## src/rtl/writeback_stage.sv

```systemverilog
// RV64 writeback stage: merges ALU results and load responses into one register_file write port.
// Loads have priority; a one-entry ALU skid buffer with a starvation counter keeps ALU results from waiting forever.
module writeback_stage #(
  parameter int unsigned WORDSIZE     = 64,
  parameter int unsigned STARVE_LIMIT = 4
) (
  input  logic                clk,
  input  logic                reset,
  input  logic                alu_valid,
  input  logic [4:0]          alu_rd,
  input  logic [WORDSIZE-1:0] alu_result,
  output logic                alu_ready,
  input  logic                mem_valid,
  input  logic [4:0]          mem_rd,
  input  logic [WORDSIZE-1:0] mem_data,
  input  logic [2:0]          mem_funct3,
  input  logic [2:0]          mem_byte_off,
  output logic                mem_ready,
  output logic                write_en,
  output logic [4:0]          write_addr,
  output logic [WORDSIZE-1:0] write_data,
  output logic                load_err
);

  localparam int unsigned CNT_W   = $clog2(STARVE_LIMIT + 1);
  localparam int unsigned SHAMT_W = 6;

  typedef enum logic [1:0] {SRC_NONE, SRC_MEM, SRC_BUF, SRC_ALU} src_e;

  logic                r_buf_valid;
  logic [4:0]          r_buf_rd;
  logic [WORDSIZE-1:0] r_buf_data;
  logic [CNT_W-1:0]    r_starve_cnt;
  logic                r_write_en;
  logic [4:0]          r_write_addr;
  logic [WORDSIZE-1:0] r_write_data;
  logic                r_load_err;

  logic                w_force;
  logic                w_mem_acc;
  logic                w_alu_acc;
  src_e                w_src;
  logic [SHAMT_W-1:0]  w_shamt;
  logic [WORDSIZE-1:0] w_lane;
  logic [WORDSIZE-1:0] w_load_data;

  logic                w_buf_valid_n;
  logic [4:0]          w_buf_rd_n;
  logic [WORDSIZE-1:0] w_buf_data_n;
  logic [CNT_W-1:0]    w_starve_cnt_n;
  logic                w_write_en_n;
  logic [4:0]          w_write_addr_n;
  logic [WORDSIZE-1:0] w_write_data_n;
  logic                w_load_err_n;

  assign w_force   = r_buf_valid && (r_starve_cnt == CNT_W'(STARVE_LIMIT));
  assign alu_ready = !r_buf_valid;
  assign mem_ready = !w_force;
  assign w_mem_acc = mem_valid && mem_ready;
  assign w_alu_acc = alu_valid && alu_ready;

  // Winner selection: starved buffer, then memory, then buffer, then fresh ALU result
  always_comb begin
    w_src = SRC_NONE;
    if (w_force)          w_src = SRC_BUF;
    else if (w_mem_acc)   w_src = SRC_MEM;
    else if (r_buf_valid) w_src = SRC_BUF;
    else if (w_alu_acc)   w_src = SRC_ALU;
  end

  // Lane alignment: shift granularity follows the access size
  always_comb begin
    w_shamt = '0;
    case (mem_funct3[1:0])
      2'b00:   w_shamt = {mem_byte_off, 3'b000};
      2'b01:   w_shamt = {mem_byte_off[2:1], 4'b0000};
      2'b10:   w_shamt = {mem_byte_off[2], 5'b00000};
      default: w_shamt = '0;
    endcase
  end

  assign w_lane = mem_data >> w_shamt;

  always_comb begin
    w_load_data = '0;
    case (mem_funct3)
      3'b000:  w_load_data = {{(WORDSIZE-8){w_lane[7]}},   w_lane[7:0]};
      3'b001:  w_load_data = {{(WORDSIZE-16){w_lane[15]}}, w_lane[15:0]};
      3'b010:  w_load_data = {{(WORDSIZE-32){w_lane[31]}}, w_lane[31:0]};
      3'b011:  w_load_data = w_lane;
      3'b100:  w_load_data = {{(WORDSIZE-8){1'b0}},  w_lane[7:0]};
      3'b101:  w_load_data = {{(WORDSIZE-16){1'b0}}, w_lane[15:0]};
      3'b110:  w_load_data = {{(WORDSIZE-32){1'b0}}, w_lane[31:0]};
      default: w_load_data = '0;
    endcase
  end

  always_comb begin
    w_buf_valid_n  = r_buf_valid;
    w_buf_rd_n     = r_buf_rd;
    w_buf_data_n   = r_buf_data;
    w_starve_cnt_n = '0;
    w_write_en_n   = 1'b0;
    w_write_addr_n = r_write_addr;
    w_write_data_n = r_write_data;
    w_load_err_n   = 1'b0;

    case (w_src)
      SRC_MEM: begin
        // Illegal load type is consumed without touching the register file
        if (mem_funct3 == 3'b111) begin
          w_load_err_n = 1'b1;
        end else begin
          w_write_en_n   = (mem_rd != 5'd0);
          w_write_addr_n = mem_rd;
          w_write_data_n = w_load_data;
        end
      end
      SRC_BUF: begin
        w_write_en_n   = (r_buf_rd != 5'd0);
        w_write_addr_n = r_buf_rd;
        w_write_data_n = r_buf_data;
        w_buf_valid_n  = 1'b0;
      end
      SRC_ALU: begin
        w_write_en_n   = (alu_rd != 5'd0);
        w_write_addr_n = alu_rd;
        w_write_data_n = alu_result;
      end
      default: ;
    endcase

    if (w_alu_acc && (w_src != SRC_ALU)) begin
      w_buf_valid_n = 1'b1;
      w_buf_rd_n    = alu_rd;
      w_buf_data_n  = alu_result;
    end

    if (r_buf_valid && (w_src != SRC_BUF)) begin
      w_starve_cnt_n = (r_starve_cnt == CNT_W'(STARVE_LIMIT)) ? r_starve_cnt
                                                               : r_starve_cnt + CNT_W'(1);
    end
  end

  always_ff @(posedge clk) begin
    if (reset) begin
      r_buf_valid  <= 1'b0;
      r_buf_rd     <= '0;
      r_buf_data   <= '0;
      r_starve_cnt <= '0;
      r_write_en   <= 1'b0;
      r_write_addr <= '0;
      r_write_data <= '0;
      r_load_err   <= 1'b0;
    end else begin
      r_buf_valid  <= w_buf_valid_n;
      r_buf_rd     <= w_buf_rd_n;
      r_buf_data   <= w_buf_data_n;
      r_starve_cnt <= w_starve_cnt_n;
      r_write_en   <= w_write_en_n;
      r_write_addr <= w_write_addr_n;
      r_write_data <= w_write_data_n;
      r_load_err   <= w_load_err_n;
    end
  end

  assign write_en   = r_write_en;
  assign write_addr = r_write_addr;
  assign write_data = r_write_data;
  assign load_err   = r_load_err;

endmodule

```

## config.mk

```make
export PLATFORM = sky130hd
export DESIGN_NAME = writeback_stage
export DESIGN_NICKNAME = d
export VERILOG_FILES = /design/src/rtl/writeback_stage.sv
export SDC_FILE = /design/constraint.sdc
export NUM_CORES = 1
export LEC_CHECK = 0
export ABC_AREA = 1
export ABC_CLOCK_PERIOD_IN_PS = 5060
export BUFFER_PORTS_ARGS = -buffer_cell sky130_fd_sc_hd__clkbuf_2
export CAP_MARGIN = 20
export CORE_MARGIN = 3
export CORE_UTILIZATION = 58
export DETAILED_ROUTE_END_ITERATION = 8
export PLACE_DENSITY = 0.87
export REMOVE_ABC_BUFFERS = 1
export SYNTH_ARGS = -nofsm -noshare
export SYNTH_HDL_FRONTEND = slang
export SYNTH_SLANG_ARGS = --single-unit
```

## constraint.sdc

```tcl
create_clock -name clk -period 5.06 [get_ports clk]
set_input_delay 0.506 -clock clk [delete_from_list [all_inputs] [get_ports clk]]
set_output_delay 0.506 -clock clk [all_outputs]
set_load 0.1 [all_outputs]
```

## Yosys cells after proc, flatten, opt, wreduce, memory -nomap -nowiden

Index checks and enable logic that the tools add are counted.

- Bits in registers: 144
- Bits of input ports: 148
- Word-level logic and storage cells: 60

- Add/sub/neg operators: 1
- Eq/ne operators: 16
- Shifts and indexed selects: 1
- Multiplexer cells: 15
- Bitwise logic cells: 2
- Reduce and logical (&&, ||, !) cells: 17

Operators by type and width:

| operator | number |
|---|---|
| case mux 64 bit (7 select lines) | 1 |
| case mux 64 bit (3 select lines) | 1 |
| two-way mux 64 bit | 1 |
| >> shifter 64 x 6 -> 64 bit | 1 |
| case mux 6 bit (3 select lines) | 1 |
| == test 3 bit (second input constant) | 5 |
| case mux 5 bit (3 select lines) | 1 |
| nonzero test 5 bit | 3 |
| two-way mux 2 bit | 4 |
| == test 2 bit (second input constant) | 3 |
| == test 3 x 2 -> 1 bit (second input constant) | 2 |
| inequality test 2 bit (second input constant) | 3 |
| logical AND 1 bit | 5 |
| two-way mux 5 bit | 1 |
| == test 2 x 1 -> 1 bit (second input constant) | 2 |
| two-way mux 1 bit | 4 |
| OR reduction 2 bit | 2 |
| adder 3 x 1 -> 3 bit (second input constant) | 1 |
| == test 3 x 1 -> 1 bit (second input constant) | 1 |
| logical NOT 3 bit | 1 |
| case mux 1 bit (3 select lines) | 1 |
| nonzero test 3 bit | 1 |
| logical NOT 1 bit | 2 |
| logical NOT 2 bit | 1 |
| other kinds (3) | 4 |

## Depth between registers and ports, before layout

- Depth in word-level cells: 10
- Depth in mapped cells: 13
- Gate-level depth less buffers: 12

## Worst setup path before layout

Ideal clock, no wire load.

- Path type: register to register
- Start point: register r_starve_cnt[0]
- End point: register r_write_data[50] (netlist: write_data[50])
- Data arrival time: 2512 ps
- Slack: 2424 ps
- Stages on the path, launching flop included: 12
- Path through: dfxtp_1 > inv_1 > ha_1 > nand3_1 > nand2_1 > nor2_1 > inv_2 > nand2_4 > buf_4 > buf_4 > a221oi_1 > a21oi_1

- Cells in the longest elaborated chain, start to end: 9
- Elaborated cells between the ends (all ways): 13
- Classes of those cells: 5 x eq/ne; 3 x mux; 5 x reduce/logical

RTL lines:

| element | line | text |
|---|---|---|
| start: declaration | 33 | `logic [CNT_W-1:0] r_starve_cnt;` |
| start signal: assignment | 159 | `r_starve_cnt <= w_starve_cnt_n;` |
| == test 3 bit * | 56 | `assign w_force = r_buf_valid && (r_starve_cnt == CNT_W'(STARVE_LIMIT));` |
| logical AND 1 bit * | 56 |  |
| logical NOT 1 bit * | 58 | `assign mem_ready = !w_force;` |
| net mem_ready | 18 | `output logic mem_ready,` |
| logical AND 1 bit * | 59 | `assign w_mem_acc = mem_valid && mem_ready;` |
| two-way mux 2 bit * | 66 | `else if (w_mem_acc) w_src = SRC_MEM;` |
| two-way mux 2 bit * | 65 | `if (w_force) w_src = SRC_BUF;` |
| == test 2 x 1 -> 1 bit / == test 2 bit (equally long branches) | 108 | `case (w_src)` |
| inequality test 2 bit (no source line) / nonzero test 3 bit (equally long branches) | -- |  |
| AND reduction 2 bit (no source line) | -- |  |
| end signal: assignment | 162 | `r_write_data <= w_write_data_n;` |
| end: declaration | 36 | `logic [WORDSIZE-1:0] r_write_data;` |

The timed path passes the listed nets; every way through them passes the cells marked *.
A chain may end at the register's enable or synchronous reset.

## Worst setup path in the final report

- Start point: input port mem_funct3[0]
- End point: register r_write_data[22] (netlist: write_data[22])

- Cells in the longest elaborated chain, start to end: 6
- Elaborated cells between the ends (all ways): 18
- Classes of those cells: 10 x eq/ne; 1 x shift; 4 x mux; 3 x reduce/logical

RTL lines:

| element | line | text |
|---|---|---|
| start: declaration | 16 | `input logic [2:0] mem_funct3,` |
| == test 2 bit, or another cell as far along | 74 | `case (mem_funct3[1:0])` |
| case mux 6 bit (3 select lines) | 74 |  |
| >> shifter 64 x 6 -> 64 bit | 82 | `assign w_lane = mem_data >> w_shamt;` |
| case mux 64 bit (7 select lines) | 86 | `case (mem_funct3)` |
| two-way mux 64 bit | 111 | `if (mem_funct3 == 3'b111) begin` |
| case mux 64 bit (3 select lines) | 108 |  |

Several ways; a longest one is shown, not always the timed one. The select of a mux whose other input is x is not followed.

==> flow_summary.json <==
{
  "outcome": "finished, final reports clean",
  "period_share_pct": 63.1,
  "design.core.area_um2": 13900,
  "drt_iter0_drc": 1082,
  "post-cts-setup-buffers": 0,
  "h-tree-depth": 4,
  "vias": 9947,
  "power_frac_seq_pct": 35.7,
  "place_hpwl_um": 17700,
  "port_buffers": 220,
  "end_kind": "register",
  "routedWlPerCell_um": 18.5,
  "io_pins": 221,
  "drv_slew": 0,
  "switchingPower_mw": 1.34,
  "cts.path.max_buffers": 2,
  "tritoncts": "done",
  "yosysUniqueCellTypes": 35,
  "n_antenna_cell": 0,
  "die_y_um": 125,
  "p_leak_nw": 4.35,
  "startpoint_type": "input pin",
  "synth_area_per_cell_um2": 6.78,
  "finalCriticalPeriod_ns": 3.19,
  "switching_share_pct": 37.8,
  "synthCells": 1220,
  "worstPathArrival_ns": 3.54,
  "hp-class": "in -> reg",
  "ys.warnings.count": 0,
  "rsz0062_at_grt": "no",
  "critPathMaxFanout": 52,
  "globalplace.congestion": 0.903,
  "drc": 0,
  "max_freq_ghz": 0.313,
  "synthTopCellsByArea": "dfxtp_1, nand2_1, a21oi_1",
  "fill_cells": 1197,
  "hold_buffers": 0,
  "first_pass_iters": 6,
  "setup_violations": 0,
  "viasPerCell": 6.42,
  "grt_pass1_wl_um": 45700,
  "yosysMostFrequentCell": "nand2_1",
  "cts.repair.resized": 0,
  "yosysSeqAreaShare_pct": 34.9,
  "hold_viol_final": 0,
  "post_dp_cell_area_um2": 9170,
  "syn_area_um2": 8270,
  "grt_usage_pct": 35.1,
  "rows": 43,
  "pwr-share-clk_pct": 35.1,
  "clock_latency_ns": 0.43,
  "critPathKind": "in -> reg",
  "cap_violations": 0,
  "die-area_um2": 15700,
  "nets": 1507,
  "slew-limit-headroom_pct": 27.0,
  "die_w_um": 125,
  "comb_power_share_pct": 29.2,
  "synth-seq-cells": 144,
  "tns_ns": 0,
  "fin_skew_ns": 0.0126,
  "cts_sinks": 144,
  "grt_pass1_vias": 9163,
  "intPower_mw": 2.20,
  "drive_gt1_share_pct": 21.7,
  "ant_nets": 0,
  "antenna_found_initial": 1,
  "vdd_drop_max_v": 0.000208,
  "stdcell_area_um2": 9780,
  "start_util_pct": 59.3,
  "overflow": 0,
  "wirelength_um": 28600,
  "p_per_area_nw_per_um2": 362,
  "area_growth_pct": 18.3,
  "synth_edf_count": 0,
  "root_buffer": "clkbuf_16",
  "ys.flop_type": "dfxtp_1",
  "grt_start_max_net_pins": 74,
  "async_flop_share_pct": 0,
  "synth_top_area_share_pct": 34.9,
  "yosysTopAreaCell": "dfxtp_1",
  "synth_common_cells": "nand2_1, a21oi_1, dfxtp_1",
  "worst_ep_required_time_ns": 5.41,
  "worst_pin_slew_ns": 1.09,
  "path_clk_slew_ns": 0.06,
  "cts_buffers": 17
}
-- stage by stage --
step / hold slack [ns] / setup slack [ns] / std cells / util [%] / power, mW
global route: 0.345 / 1.53 / 1550 / 70.2 / 3.67
finish: 0.340 / 1.87 / 1550 / 70.2 / 3.54
global placement: 0.447 / 1.68 / 1516 / 65.8 / 2.29
detailed placement: 0.452 / 1.55 / 1516 / 65.8 / 2.30
floorplan: 0.435 / 0.177 / 1103 / - / 2.02
CTS: 0.339 / 1.97 / 1548 / 69.9 / 3.53
-- kinds of logic after synthesis --
logic type	Yosys count	share of synthesized area, %
xor+xnor	2	0.212
flops	144	34.9
simple gates	535	28.4
buf+inv	160	8.58
fa+ha+maj	2	0.303
compound gates	377	27.6
-- layout by cell type (no fill, tap or decap), types with 2 or more instances in the layout --
master     instances
nand4_1           35
clkinv_4           3
dfxtp_1          144
nor2_1            31
or2_0              2
clkbuf_1           4
a21oi_1          145
nand3_2            4
o21ai_2            6
o21ai_0           80
clkbuf_16         17
clkinv_2           3
a22oi_1            3
nor2_4             3
o211ai_1          47
ha_1               2
a21oi_2            2
nand3_1          138
clkbuf_8           2
buf_12             2
nand2_2            4
inv_2             11
bufinv_16          2
a31oi_1            4
a221oi_1          63
nand2_1          306
buf_4             13
nand2_4            2
o21ai_1           25
clkbuf_2         220
nor3_1             4
inv_1             32
nor2_2             2
or2_1              4
-- power groups by stage --
stage | Clock, mW | Combinational, mW | Sequential (mW)
2_1_floorplan | 0 | 0.347 | 1.67
3_3_place_gp | 0 | 1.00 | 1.28
3_5_place_dp | 0 | 1.01 | 1.28
4_1_cts | 1.24 | 1.02 | 1.26
5_1_grt | 1.29 | 1.10 | 1.27
6_report | 1.24 | 1.03 | 1.26
-- path summary, 6_finish.rpt --
kind                               startpoint                          end  slack (ns)  cells after the start
setup reg to reg     r_buf_valid$_SDFFE_PP0P_  r_buf_data[22]$_SDFFE_PP0P_        2.35                      6
hold reg to reg   r_buf_data[50]$_SDFFE_PP0P_  r_buf_data[50]$_SDFFE_PP0P_        0.46                      2
hold / removal                      mem_rd[3]   write_addr[3]$_SDFFE_PP0P_        0.34                      3
setup / recovery                mem_funct3[0]  write_data[22]$_SDFFE_PP0P_        1.87                     11
-- critical path, stage by stage --
cell and delay (ns):
clkbuf_2 0.16, nand2_1 0.15, nand2_2 0.76, inv_2 0.32, nand3_2 0.18, nand3_2 0.59
nand2_2 0.28, inv_2 0.22, nand2_1 0.11, nand2_1 0.06, a21oi_1 0.16
-- registers in the layout, indices dropped and copies added (netlist names) --
name / count
write_data: 64
r_buf_valid: 1
r_starve_cnt: 3
write_en: 1
load_err: 1
r_buf_rd: 5
r_buf_data: 64
write_addr: 5
-- routing by layer --
| layer | global-route usage (%) | routed length, µm | up-vias |
|---|---|---|---|
| li1 | - | - | 4605 |
| met1 | 45.6 | 11300 | 4567 |
| met2 | 56.5 | 13100 | 677 |
| met3 | 9.23 | 3190 | 96 |
| met4 | 12.9 | 962 | 2 |
| met5 | 0 | 7 | - |
-- final cells by class --
cell class                 count  area, µm²  area share, %
sequential                   144       2880           29.5
multi-input combinational    916       4700           48.0
tap                          180        225           2.30
inverter                      43        161           1.65
clock inverter                 9        109           1.11
timing repair buffer         235       1240           12.7
clock buffer                  23        468           4.78
(Power assumes the default switching activity.)
